===== src/rtl/car_queue_dispatch.sv =====
// Per-lane waiting-car queue with a one-at-a-time launch handshake toward the
// left-turn car animator. Tracks queue depth and flags refused arrivals and
// decrements seen on an empty queue.
//
// state   | meaning
// IDLE    | no launch outstanding; request when go and queue not empty
// REQUEST | add_car high, waiting for the animator's decrement_car
// GAP     | post-launch spacing, GAP_CYCLES cycles before re-arming
module car_queue_dispatch #(
  parameter int MAX_CARS   = 7,
  parameter int CNT_W      = 3,
  parameter int GAP_CYCLES = 2
) (
  input  logic             traffic_clk,
  input  logic             reset,
  input  logic             car_arrive,
  input  logic             go,
  input  logic             decrement_car,
  output logic             add_car,
  output logic [CNT_W-1:0] car_count,
  output logic             queue_full,
  output logic             queue_empty,
  output logic             dropped_car,
  output logic             underflow_err
);

  localparam logic [CNT_W-1:0] MAX_CNT  = CNT_W'(MAX_CARS);
  localparam logic [3:0]       GAP_LOAD = 4'(GAP_CYCLES);

  typedef enum logic [1:0] {
    IDLE    = 2'd0,
    REQUEST = 2'd1,
    GAP     = 2'd2
  } state_t;

  state_t     state;
  logic [3:0] gap_cnt;

  assign queue_full  = (car_count == MAX_CNT);
  assign queue_empty = (car_count == '0);

  // A simultaneous arrival and departure cancel out with no side effects.
  always_ff @(posedge traffic_clk or negedge reset) begin
    if (!reset) begin
      car_count     <= '0;
      dropped_car   <= 1'b0;
      underflow_err <= 1'b0;
    end else begin
      dropped_car <= 1'b0;
      if (car_arrive && !decrement_car) begin
        if (car_count != MAX_CNT) car_count <= car_count + 1'b1;
        else                      dropped_car <= 1'b1;
      end else if (decrement_car && !car_arrive) begin
        if (car_count != '0) car_count <= car_count - 1'b1;
        else                 underflow_err <= 1'b1;
      end
    end
  end

  // add_car is registered alongside state so it is high exactly in REQUEST.
  always_ff @(posedge traffic_clk or negedge reset) begin
    if (!reset) begin
      state   <= IDLE;
      gap_cnt <= '0;
      add_car <= 1'b0;
    end else begin
      case (state)
        IDLE: begin
          if (decrement_car) begin
            state   <= GAP;
            gap_cnt <= GAP_LOAD;
            add_car <= 1'b0;
          end else if (go && car_count != '0) begin
            state   <= REQUEST;
            add_car <= 1'b1;
          end
        end
        REQUEST: begin
          if (decrement_car) begin
            state   <= GAP;
            gap_cnt <= GAP_LOAD;
            add_car <= 1'b0;
          end else if (!go) begin
            state   <= IDLE;
            add_car <= 1'b0;
          end
        end
        GAP: begin
          gap_cnt <= gap_cnt - 1'b1;
          if (gap_cnt <= 4'd1) state <= IDLE;
        end
        default: begin
          state   <= IDLE;
          gap_cnt <= '0;
          add_car <= 1'b0;
        end
      endcase
    end
  end

endmodule


===== config.mk =====
export PLATFORM = sky130hd
export DESIGN_NAME = car_queue_dispatch
export DESIGN_NICKNAME = d
export VERILOG_FILES = /design/src/rtl/car_queue_dispatch.sv
export SDC_FILE = /design/constraint.sdc
export NUM_CORES = 1
export LEC_CHECK = 0
export CAP_MARGIN = 20
export CORE_MARGIN = 5
export CORE_UTILIZATION = 40
export DETAILED_ROUTE_END_ITERATION = 12
export DONT_BUFFER_PORTS = 1
export PLACE_DENSITY_LB_ADDON = 0.1
export SLEW_MARGIN = 20
export SYNTH_ARGS = -nofsm -noshare
export SYNTH_HDL_FRONTEND = slang
export SYNTH_SLANG_ARGS = --single-unit

===== constraint.sdc =====
create_clock -name traffic_clk -period 1.85 [get_ports traffic_clk]
set_input_delay 0.37 -clock traffic_clk [delete_from_list [all_inputs] [get_ports traffic_clk]]
set_output_delay 0.37 -clock traffic_clk [all_outputs]
set_load 0.05 [all_outputs]

### Word-level counts from Yosys, hierarchy flattened

Index checks and enable logic that the tools add are counted.

| word-level totals | value |
|---|---|
| register bits | 12 |
| logic and storage cells | 56 |
| input bits | 5 |

| operators by class | value |
|---|---|
| mux-type cells | 19 |
| $add $sub $neg | 3 |
| reductions and logical operators | 15 |
| order comparisons | 1 |
| equality and inequality tests | 9 |
| bitwise logic cells | 3 |

Operators by type and width:

| cell | number |
|---|---|
| 3-bit two-way mux | 4 |
| 3-bit AND reduction | 4 |
| 2-bit two-way mux | 5 |
| 3-bit != test, second input constant | 3 |
| 4-bit one-hot mux with 2 select lines | 1 |
| 1-bit two-way mux | 6 |
| 2-bit one-hot mux with 3 select lines | 1 |
| 4-bit by 1-bit <= comparator with 1-bit output, second input constant | 1 |
| 4-bit two-way mux | 1 |
| 2-bit by 1-bit != test with 1-bit output, second input constant | 2 |
| 2-bit nonzero test | 2 |
| 4-bit by 1-bit subtractor with 4-bit output, second input constant | 1 |
| 3-bit by 1-bit adder with 3-bit output, second input constant | 1 |
| 3-bit == test, second input constant | 1 |
| 1-bit logical AND | 3 |
| 3-bit logical NOT | 1 |
| 1-bit NOT | 3 |
| 1-bit one-hot mux with 3 select lines | 1 |
| 3-bit nonzero test | 1 |
| 3-bit by 1-bit subtractor with 3-bit output, second input constant | 1 |
| 2-bit by 1-bit == test with 1-bit output, second input constant | 1 |
| 2-bit == test, second input constant | 1 |
| 1-bit logical NOT | 2 |
| 2-bit logical NOT | 1 |
| other kinds (2) | 2 |

### Depth between registers and ports, before layout

| logic depth | value |
|---|---|
| depth after elaboration | 5 |
| gate-level depth with buffers | 8 |
| depth with buffers taken out | 7 |

### Worst setup path after synthesis

No wires, ideal clock.

| timing path | value |
|---|---|
| path type | register -> register |
| from | reg car_count[0] |
| to | reg car_count[2] |
| buffers on the path | 0 |
| data arrival time | 1.776 ns |
| setup time | 0.082 ns |
| cell stages (with the launch flop) | 5 |
| slack | -0.008 ns |
| required time | 1.768 ns |
| cell sequence | dfrtp_1 -> fa_1 -> xor2_1 -> or3_1 -> a31oi_1 |

| on the way | value |
|---|---|
| word-level cells in the longest chain between the ends | 4 |
| elaborated cells on any way between the ends | 11 |
| those cells by class | add/sub: 2; eq/ne: 2; mux: 4; reduce/logical: 3 |

Ends and longest elaborated chain:

| what | line | source |
|---|---|---|
| start, declared | 20 | `output logic [CNT_W-1:0] car_count,` |
| start signal, assigned | 51 | `if (car_count != MAX_CNT) car_count <= car_count + 1'b1;` |
| start signal, assigned | 54 | `if (car_count != '0) car_count <= car_count - 1'b1;` |
| 3-bit by 1-bit subtractor with 3-bit output | 54 |  |
| 3-bit two-way mux | 54 |  |
| 3-bit two-way mux | 53 | `end else if (decrement_car && !car_arrive) begin` |
| 3-bit two-way mux | 50 | `if (car_arrive && !decrement_car) begin` |

Several ways; a longest one is shown, not always the timed one. The select of a mux whose other input is x is not followed.
A chain may end at the register's enable or synchronous reset.

### Worst setup path after layout

| timing path | value |
|---|---|
| from | reg car_count[1] |
| to | out queue_full |

| on the way | value |
|---|---|
| word-level cells in the longest chain between the ends | 1 |

Ends and longest elaborated chain:

| what | line | source |
|---|---|---|
| 3-bit == test | 39 | `assign queue_full = (car_count == MAX_CNT);` |
| end, declared | 21 | `output logic queue_full,` |

No other way between the ends.

==> flow_summary.json <==
{
  "fmax_mhz": 595,
  "dpl_cell_area_um2": 741,
  "htree_levels": 1,
  "wl_per_cell_um": 14.5,
  "dp_hpwl_um": 1100,
  "clkTransAtPathRegs_ps": 80,
  "clock_latency_ps": 270,
  "grt_pass1_vias": 586,
  "power.total_uw": 1550,
  "fp.dieW_um": 51.7,
  "synth-main-ff-cell": "dfrtp_1",
  "crit_path_top_delay_cell": "dfrtp_1",
  "diodes": 0,
  "min_period_ps": 1680,
  "grt_max_degree": 13,
  "drv_cap": 0,
  "wirelength_um": 1430,
  "portBuffers": 0,
  "drc": 0,
  "setup_tns_ps": 0,
  "synth-edff-count": 0,
  "highest_layer": "met4",
  "start_kind": "flip-flop",
  "netlist_area_um2": 696,
  "met1_length_um": 631,
  "irDropWorstVdd_v": 0.000666,
  "via_per_inst": 5.39,
  "coreArea_mm2": 0.00169,
  "final_antenna_net_count": 0,
  "hold_class": "in2reg",
  "cts_tree": "done",
  "synth_seq_cells": 12,
  "drt_iter0_drc": 13,
  "syn_to_final_growth_pct": 13.1,
  "cts_num_sinks": 12,
  "power_density_mw_per_mm2": 1970,
  "path_max_fanout": 7,
  "routed-wl-met3_um": 96,
  "drive_gt1_frac": 0.171,
  "fin_skew_ps": 4.09,
  "antenna_found_initial": 0,
  "regArea_um2": 302,
  "post-route-period-util": 0.908,
  "yosysSeqAreaShare": 0.432,
  "crit_type": "reg2out",
  "num_vias": 534,
  "max_stage_delay_ps": 400,
  "p_leak_uw": 0.000360,
  "overflow": 0,
  "met2WireLength_um": 675,
  "avgSynthCellArea_um2": 9.53,
  "rows": 15,
  "ctsResizeCount": 0,
  "finalHoldViolCount": 0,
  "path_cells": "buf_4, and3_1, buf_4",
  "design.die.area_mm2": 0.00267,
  "floorplan.initialDensity": 0.412,
  "drv_slew": 0,
  "synth.distinct_cells": 30,
  "async_flop_share": 1.00,
  "finalSetupViolations": 0,
  "cts_buffers": 3,
  "status": "finished, final reports clean",
  "place_congestion": 0.726,
  "worstPathRequired_ps": 1480,
  "cts_root_buffer": "clkbuf_4",
  "syn_inst": 73,
  "rsz0062_at_grt": "no",
  "slew_headroom": 0.615,
  "worstMarginPinSlew_ps": 576,
  "yosysWarnings": 0,
  "synth_nets": 83,
  "multi_input_comb_area_um2": 347,
  "cp-end-kind": "output pin",
  "yosysTopAreaCellShare": 0.432,
  "firstDrtPassIters": 4,
  "yosys-top-cells-area": "dfrtp_1 43%, ha_1 7.2%, o21ai_0 5.0%, nand2_1 3.8%, buf_6 3.2%",
  "num_io_pins": 13,
  "die_y_um": 51.7,
  "fin_area_um2": 787,
  "crit_top_cell": "buf_4",
  "grt_pass1_wl_um": 2540,
  "layout.nets": 93,
  "cts_max_path_buffers": 2,
  "track_usage": 0.132,
  "cp.arrival_ps": 1310,
  "fill_cells": 165,
  "final_util": 0.466,
  "synth_top_cell_by_area": "dfrtp_1"
}
-- metrics by stage --
step,setup slack (ps),instances,hold slack (ps)
floorplan,6.56,73,74.4
global placement,111,94,74.7
detailed placement,43.1,94,74.7
CTS,137,99,185
global route,95.3,99,181
finish,170,99,201
-- registers in the layout (all words and copies together) (netlist names) --
register and cells:
car_count 3, gap_cnt 4, state 2, add_car 1
dropped_car 1, underflow_err 1
-- cells in the mapped netlist (all sizes together), types with 2 or more instances --
master / n
dfrtp: 12
inv: 7
nand2: 7
o21ai: 7
nor2: 5
ha: 4
a21oi: 3
nand3: 3
or3: 3
buf: 2
nor3: 2
o311ai: 2
xnor2: 2
-- where the power goes --
group / leakage, uW / internal (uW) / switching [uW]
Combinational: 0.000194 / 290 / 472
Sequential: 0.000145 / 378 / 200
Clock: 0.0000210 / 120 / 90.4
-- path summary, 6_finish.rpt --
kind | cells after the start | start | slack, ps | end
max in group asynchronous | 1 | reset | 910 | car_count[0]
worst min-delay path | 2 | go | 200 | state[0]
worst max-delay path | 3 | car_count[1] | 170 | queue_full
worst min register to register | 1 | state[0] | 510 | add_car
min in group asynchronous | 1 | reset | 530 | underflow_err
worst max register to register | 4 | car_count[0] | 280 | car_count[2]
-- timing repair --
action / 4_1_cts / 5_1_grt
hold buffers: 1 / 0
setup buffers: 0 / 0
endpoints found under the hold margin: 12 / 0
-- cell type report --
cell class	count	area share
inverters	7	0.0334
multi-input cells	52	0.440
flip-flops and latches	12	0.383
clock buffers	4	0.0461
repair buffers	7	0.0700
well taps	17	0.0270
-- critical path, delay by kind of cell (launching register included) --
family | cells | cell delay [ps]
buffers and inverters | 2 | 450
flip-flops | 1 | 400
AND/OR/NAND/NOR | 1 | 180
-- cells in the final DEF (no fill, tap or decap), types with 2 or more instances in the layout --
master / n
xnor2_1: 2
ha_1: 4
nand3_1: 3
nor2_1: 5
inv_1: 6
nor3_1: 2
o21ai_0: 7
dfrtp_1: 11
nand2_1: 7
or3_1: 2
a21oi_1: 3
buf_4: 6
clkbuf_4: 3
-- cell families after synthesis --
logic type,after synthesis,synth area share
AND/OR/NAND/NOR,26,0.196
buffers and inverters,9,0.0701
flip-flops,12,0.432
adder cells (fa/ha/maj),5,0.101
XOR/XNOR,3,0.0378
AO/OA/AOI/OAI,18,0.164
-- routing by layer --
layer,track usage,vias up
met2,0.201,11
met4,0.105,0
met3,0.0401,2
met1,0.153,248
li1,-,273
met5,0,-
(Power assumes the default switching activity.)
